===== config.mk =====
export PLATFORM = sky130hd
export DESIGN_NAME = alu16_sequencer
export DESIGN_NICKNAME = d
export VERILOG_FILES = /design/src/rtl/alu16_sequencer_pkg.sv /design/src/rtl/alu16_sequencer.sv
export SDC_FILE = /design/constraint.sdc
export NUM_CORES = 1
export LEC_CHECK = 0
export CORE_MARGIN = 2
export CORE_UTILIZATION = 50
export CTS_CLUSTER_DIAMETER = 50
export DETAILED_ROUTE_END_ITERATION = 16
export DONT_BUFFER_PORTS = 1
export GPL_ROUTABILITY_DRIVEN = 0
export SETUP_SLACK_MARGIN = 0.1
export SLEW_MARGIN = 20
export SYNTH_ARGS = -nofsm -noshare
export SYNTH_HDL_FRONTEND = slang
export SYNTH_SLANG_ARGS = --single-unit
export TNS_END_PERCENT = 100

===== constraint.sdc =====
create_clock -name clk -period 5.4 [get_ports clk]
set_input_delay 0.54 -clock clk [delete_from_list [all_inputs] [get_ports clk]]
set_output_delay 0.54 -clock clk [all_outputs]
set_load 0.03 [all_outputs]

===== src/rtl/alu16_sequencer_pkg.sv =====
// Shared types for the 16-bit arithmetic sequencer: ALU opcodes, sequencer ops
// and a nibble-carry helper used for the bit-11 half-carry of ADD HL,rr.
package alu16_sequencer_pkg;

   typedef enum logic [3:0] {
      alu_NOP = 4'd0,
      alu_ADD = 4'd1,
      alu_ADC = 4'd2,
      alu_SUB = 4'd3,
      alu_SBC = 4'd4
   } alu_op_t;

   typedef enum logic [1:0] {
      SEQ_ADD16 = 2'd0,
      SEQ_ADDSP = 2'd1,
      SEQ_INC16 = 2'd2,
      SEQ_DEC16 = 2'd3
   } seq_op_t;

   function automatic logic nib_carry(input logic [3:0] x, input logic [3:0] y, input logic cin);
      logic [4:0] sum;
      sum = {1'b0, x} + {1'b0, y} + {4'b0000, cin};
      return sum[4];
   endfunction

endpackage


===== src/rtl/alu16_sequencer.sv =====
// Drives the shared 8-bit ALU through a low-byte and a high-byte pass to build
// GameBoy 16-bit ADD/INC/DEC results together with the architectural flags.
module alu16_sequencer
   import alu16_sequencer_pkg::*;
(
   input  logic        clk,
   input  logic        rst,
   input  logic        start,
   input  seq_op_t     op,
   input  logic [15:0] opnd_a,
   input  logic [15:0] opnd_b,
   input  logic [3:0]  flags_in,
   output logic        busy,
   output logic        done,
   output logic [15:0] result,
   output logic [3:0]  flags_out,
   output logic [7:0]  alu_op_A,
   output logic [7:0]  alu_op_B,
   output alu_op_t     alu_op_code,
   output logic [3:0]  alu_curr_flags,
   input  logic [7:0]  alu_result,
   input  logic [3:0]  alu_next_flags
);

   typedef enum logic [1:0] {
      IDLE = 2'd0,
      LOW  = 2'd1,
      HIGH = 2'd2,
      DONE = 2'd3
   } state_t;

   state_t      state_r;
   state_t      next_state_s;
   seq_op_t     op_r;
   logic [15:0] a_r;
   logic [15:0] b_r;
   logic [3:0]  flags_r;
   logic [7:0]  res_lo_r;
   logic        c_lo_r;
   logic        h_lo_r;
   logic        busy_r;
   logic        done_r;

   // Z and N of the ALU are never consumed; only H and C matter here.
   logic        unused_alu_zn_s;
   assign unused_alu_zn_s = ^alu_next_flags[3:2];

   assign busy = busy_r;
   assign done = done_r;

   // State register
   always_ff @(posedge clk or posedge rst) begin
      if (rst) begin
         state_r <= IDLE;
      end else begin
         state_r <= next_state_s;
      end
   end

   // Next-state decode
   always_comb begin
      next_state_s = state_r;
      case (state_r)
         IDLE:    next_state_s = start ? LOW : IDLE;
         LOW:     next_state_s = HIGH;
         HIGH:    next_state_s = DONE;
         DONE:    next_state_s = IDLE;
         default: next_state_s = IDLE;
      endcase
   end

   // ALU drive decoded from state and captured op; falls to NOP as soon as reset clears the state
   always_comb begin
      alu_op_code    = alu_NOP;
      alu_op_A       = 8'h00;
      alu_op_B       = 8'h00;
      alu_curr_flags = 4'b0000;
      case (state_r)
         LOW: begin
            alu_op_A = a_r[7:0];
            case (op_r)
               SEQ_ADD16, SEQ_ADDSP: begin alu_op_code = alu_ADD; alu_op_B = b_r[7:0]; end
               SEQ_INC16:            begin alu_op_code = alu_ADD; alu_op_B = 8'h01;    end
               SEQ_DEC16:            begin alu_op_code = alu_SUB; alu_op_B = 8'h01;    end
               default:              begin alu_op_code = alu_NOP; alu_op_A = 8'h00;    end
            endcase
         end
         HIGH: begin
            alu_op_A       = a_r[15:8];
            alu_curr_flags = {3'b000, c_lo_r};
            case (op_r)
               SEQ_ADD16: begin alu_op_code = alu_ADC; alu_op_B = b_r[15:8];   end
               SEQ_ADDSP: begin alu_op_code = alu_ADC; alu_op_B = {8{b_r[7]}}; end
               SEQ_INC16: begin alu_op_code = alu_ADC; alu_op_B = 8'h00;       end
               SEQ_DEC16: begin alu_op_code = alu_SBC; alu_op_B = 8'h00;       end
               default:   begin alu_op_code = alu_NOP; alu_op_A = 8'h00;       end
            endcase
         end
         default: begin
            alu_op_code = alu_NOP;
         end
      endcase
   end

   // Registered status outputs, aligned with the state they describe
   always_ff @(posedge clk or posedge rst) begin
      if (rst) begin
         busy_r <= 1'b0;
         done_r <= 1'b0;
      end else begin
         busy_r <= (next_state_s != IDLE);
         done_r <= (next_state_s == DONE);
      end
   end

   // Operand capture, per-pass ALU sampling and final result/flag assembly
   always_ff @(posedge clk or posedge rst) begin
      if (rst) begin
         op_r      <= SEQ_ADD16;
         a_r       <= 16'h0000;
         b_r       <= 16'h0000;
         flags_r   <= 4'h0;
         res_lo_r  <= 8'h00;
         c_lo_r    <= 1'b0;
         h_lo_r    <= 1'b0;
         result    <= 16'h0000;
         flags_out <= 4'h0;
      end else begin
         case (state_r)
            IDLE: begin
               if (start) begin
                  op_r    <= op;
                  a_r     <= opnd_a;
                  b_r     <= opnd_b;
                  flags_r <= flags_in;
               end
            end
            LOW: begin
               res_lo_r <= alu_result;
               c_lo_r   <= alu_next_flags[0];
               h_lo_r   <= alu_next_flags[1];
            end
            HIGH: begin
               // The low byte is committed together with the high byte so result stays stable between operations.
               case (op_r)
                  SEQ_ADD16: begin
                     result    <= {alu_result, res_lo_r};
                     flags_out <= {flags_r[3], 1'b0, nib_carry(a_r[11:8], b_r[11:8], c_lo_r), alu_next_flags[0]};
                  end
                  SEQ_ADDSP: begin
                     result    <= {alu_result, res_lo_r};
                     flags_out <= {2'b00, h_lo_r, c_lo_r};
                  end
                  SEQ_INC16, SEQ_DEC16: begin
                     result    <= {alu_result, res_lo_r};
                     flags_out <= flags_r;
                  end
                  default: begin
                     result    <= a_r;
                     flags_out <= flags_r;
                  end
               endcase
            end
            default: begin
               res_lo_r <= res_lo_r;
            end
         endcase
      end
   end

endmodule


==> results.json <==
{
  "status": "complete, no violations",
  "drcViolationCount": 0,
  "leakagePower_nw": 1.578,
  "grt_overflow": 0,
  "pin_count": 99,
  "yosysWarnings": 0,
  "diodes": 0,
  "synth-seq-cells": 72,
  "critPathSlowestCell": "ha_2",
  "synth_cells": 252,
  "critPathMaxFanout": 43,
  "slew_violations": 0,
  "cp-end-kind": "output port",
  "hold_viol": 0,
  "fin_tns_setup_ps": 0,
  "fin_crit_ps": 3103,
  "yosys.area.top_type": "dfrtp_1",
  "period_share_pct": 57.47,
  "final_cells": 330,
  "die_area_um2": 7299,
  "async_flop_share_pct": 100.0,
  "hold_slack_ps": 327.8,
  "setup_viol": 0,
  "clk_path_buf_depth": 2,
  "path_clk_slew_ps": 80,
  "yosys-top-cells-count": "dfrtp_1 (72), mux2_2 (44), mux2_4 (20)",
  "dieHeight_um": 85.44,
  "tightest_slew_ps": 898.6,
  "grt_start_max_net_pins": 73,
  "vias": 1802,
  "rsz0062_at_grt": "no",
  "wl_per_cell_um": 18.31,
  "ctsRootBufferMaster": "clkbuf_8",
  "worstSetupPathType": "flop to output port",
  "fp.dieW_um": 85.44,
  "antenna_left": 0,
  "cts_buffers": 9,
  "postLayoutSetupSlackWorst_ps": 2297,
  "cts_tree": "done",
  "synth_area_leaders": "dfrtp_1 (54%), mux2_2 (15%), mux2_4 (9.1%)",
  "min_path_type": "input port to flop",
  "postCtsSetupRepairBufs": 0,
  "start_kind": "flop",
  "antenna_found_initial": 0,
  "slew_headroom_pct": 40.09,
  "num_rows": 29,
  "synth_top_area_share_pct": 54.34,
  "avgSynthCellArea_um2": 13.16,
  "max-cap-violations": 0,
  "dp.cells": 314,
  "synth_area_um2": 3316,
  "io_buffers": 0,
  "drt_iter0_markers": 58,
  "critical_path_arrival_ps": 2560,
  "clk_latency_ps": 340,
  "ys.flop_type": "dfrtp_1",
  "cp_slowest_stage_delay_ps": 770,
  "dr.pass1.iters": 4,
  "power_mw": 2.601,
  "synth_seq_area_share_pct": 54.34,
  "start_util_pct": 51.92,
  "power.density_nw_per_um2": 737.4,
  "vias_per_cell": 5.461,
  "clkSinkCount": 72,
  "coreArea_um2": 6386,
  "ir_drop_mv": 0.4377,
  "required_ps": 4860,
  "fin_nets": 309,
  "finClkSkew_ps": 11.31,
  "grt_pass1_vias": 1871,
  "critical_path.cell_chain": "inv_1, ha_2, nor2b_1, o21ai_0, a21boi_1",
  "synth_edf_count": 0,
  "synth_cell_types": 26,
  "grt_use_total_pct": 17.74,
  "postRouteWirelength_um": 6041,
  "max_clock_freq_mhz": 322.2,
  "dp_slack_ps": 2415,
  "syn_to_final_growth_pct": 6.377,
  "post_cts_resized": 0,
  "htreeDepth": 3,
  "hpwl_um": 3875,
  "drive_above_1_share_pct": 33.99,
  "grt_pass1_wl_um": 9791,
  "synth_most_common_cell": "dfrtp_1",
  "cts_hold_buffers": 0
}
## layout by cell type, fill, tap and decap left out, drive strengths merged, types with 4 or more instances in the layout
cell and count:
a21oi 9, a22oi 8, clkbuf 11, conb 4
dfrtp 72, ha 8, inv 9, mux2 65
nand2 13, nor2b 17, o21ai 14
## worst max-delay path: cells and delay by family, from the launching register on
| kind | cells | cell delay, ps |
|---|---|---|
| adder cells (fa/ha/maj) | 1 | 770 |
| flip-flops | 1 | 390 |
| AO/OA/AOI/OAI | 2 | 670 |
| AND/OR/NAND/NOR | 1 | 250 |
| buffers and inverters | 1 | 120 |
## report_power, final
group          total [mW]  switching, mW  internal (mW)
combinational        1.00          0.516          0.488
clock               0.434          0.197          0.237
sequential           1.16          0.346          0.816
total                2.60           1.06           1.54
## flip-flops by register name, indices dropped and copies added (netlist names)
signal,flops
state_r,2
done,1
op_r,2
b_r,16
h_lo_r,1
flags_r,4
busy,1
flags_out,4
c_lo_r,1
res_lo_r,8
result,16
a_r,16
## cell type report
type / count / area (um^2)
clock buffer: 11 / 151.4
clock inverter: 5 / 55.05
fill: 549 / 2859
inverter: 9 / 33.78
multi-input combinational: 154 / 1374
sequential: 72 / 1802
tap: 77 / 96.34
timing repair buffer: 2 / 15.01
## per-layer routing
metal / wire length [um] / vias up / share of wire, % / track usage (%)
met5: 0 / - / 0 / 0
met4: 65 / 0 / 1.1 / 4.762
met2: 2677 / 62 / 44 / 25.92
met1: 2735 / 887 / 45 / 23.27
met3: 563 / 5 / 9.3 / 9.339
li1: - / 848 / - / -
## through the flow
stage                     instance area, um^2  utilization (%)
final                                    3527            55.23
after global routing                     3527            55.23
after CTS                                3520            55.11
after detailed placement                 3313            51.88
after global placement                   3313            51.88
after floorplan                          3327                -
## worst paths after layout
check                             startpoint      endpoint  slack (ps)  cells past startpoint
setup / recovery                  state_r[0]   alu_op_B[0]        2300                      5
hold / removal             alu_next_flags[1]        h_lo_r         330                      2
setup reg to reg                  state_r[1]        c_lo_r        3540                      4
hold reg to reg                   flags_r[3]  flags_out[3]         500                      2
max in group asynchronous                rst        b_r[8]        4460                      2
min in group asynchronous                rst    result[15]         360                      2
## cells by family (layout without fill, tap and decap cells)
family | after synthesis | in the layout | share of synthesized area [%]
other cells | 1 | 4 | 0.1131
fa+ha+maj | 8 | 8 | 3.019
flops | 72 | 72 | 54.34
mux | 67 | 67 | 24.94
compound gates | 35 | 35 | 6.151
buf+inv | 29 | 27 | 4.943
simple gates | 40 | 40 | 6.491
No activity file was read; power rests on OpenSTA's default activity.
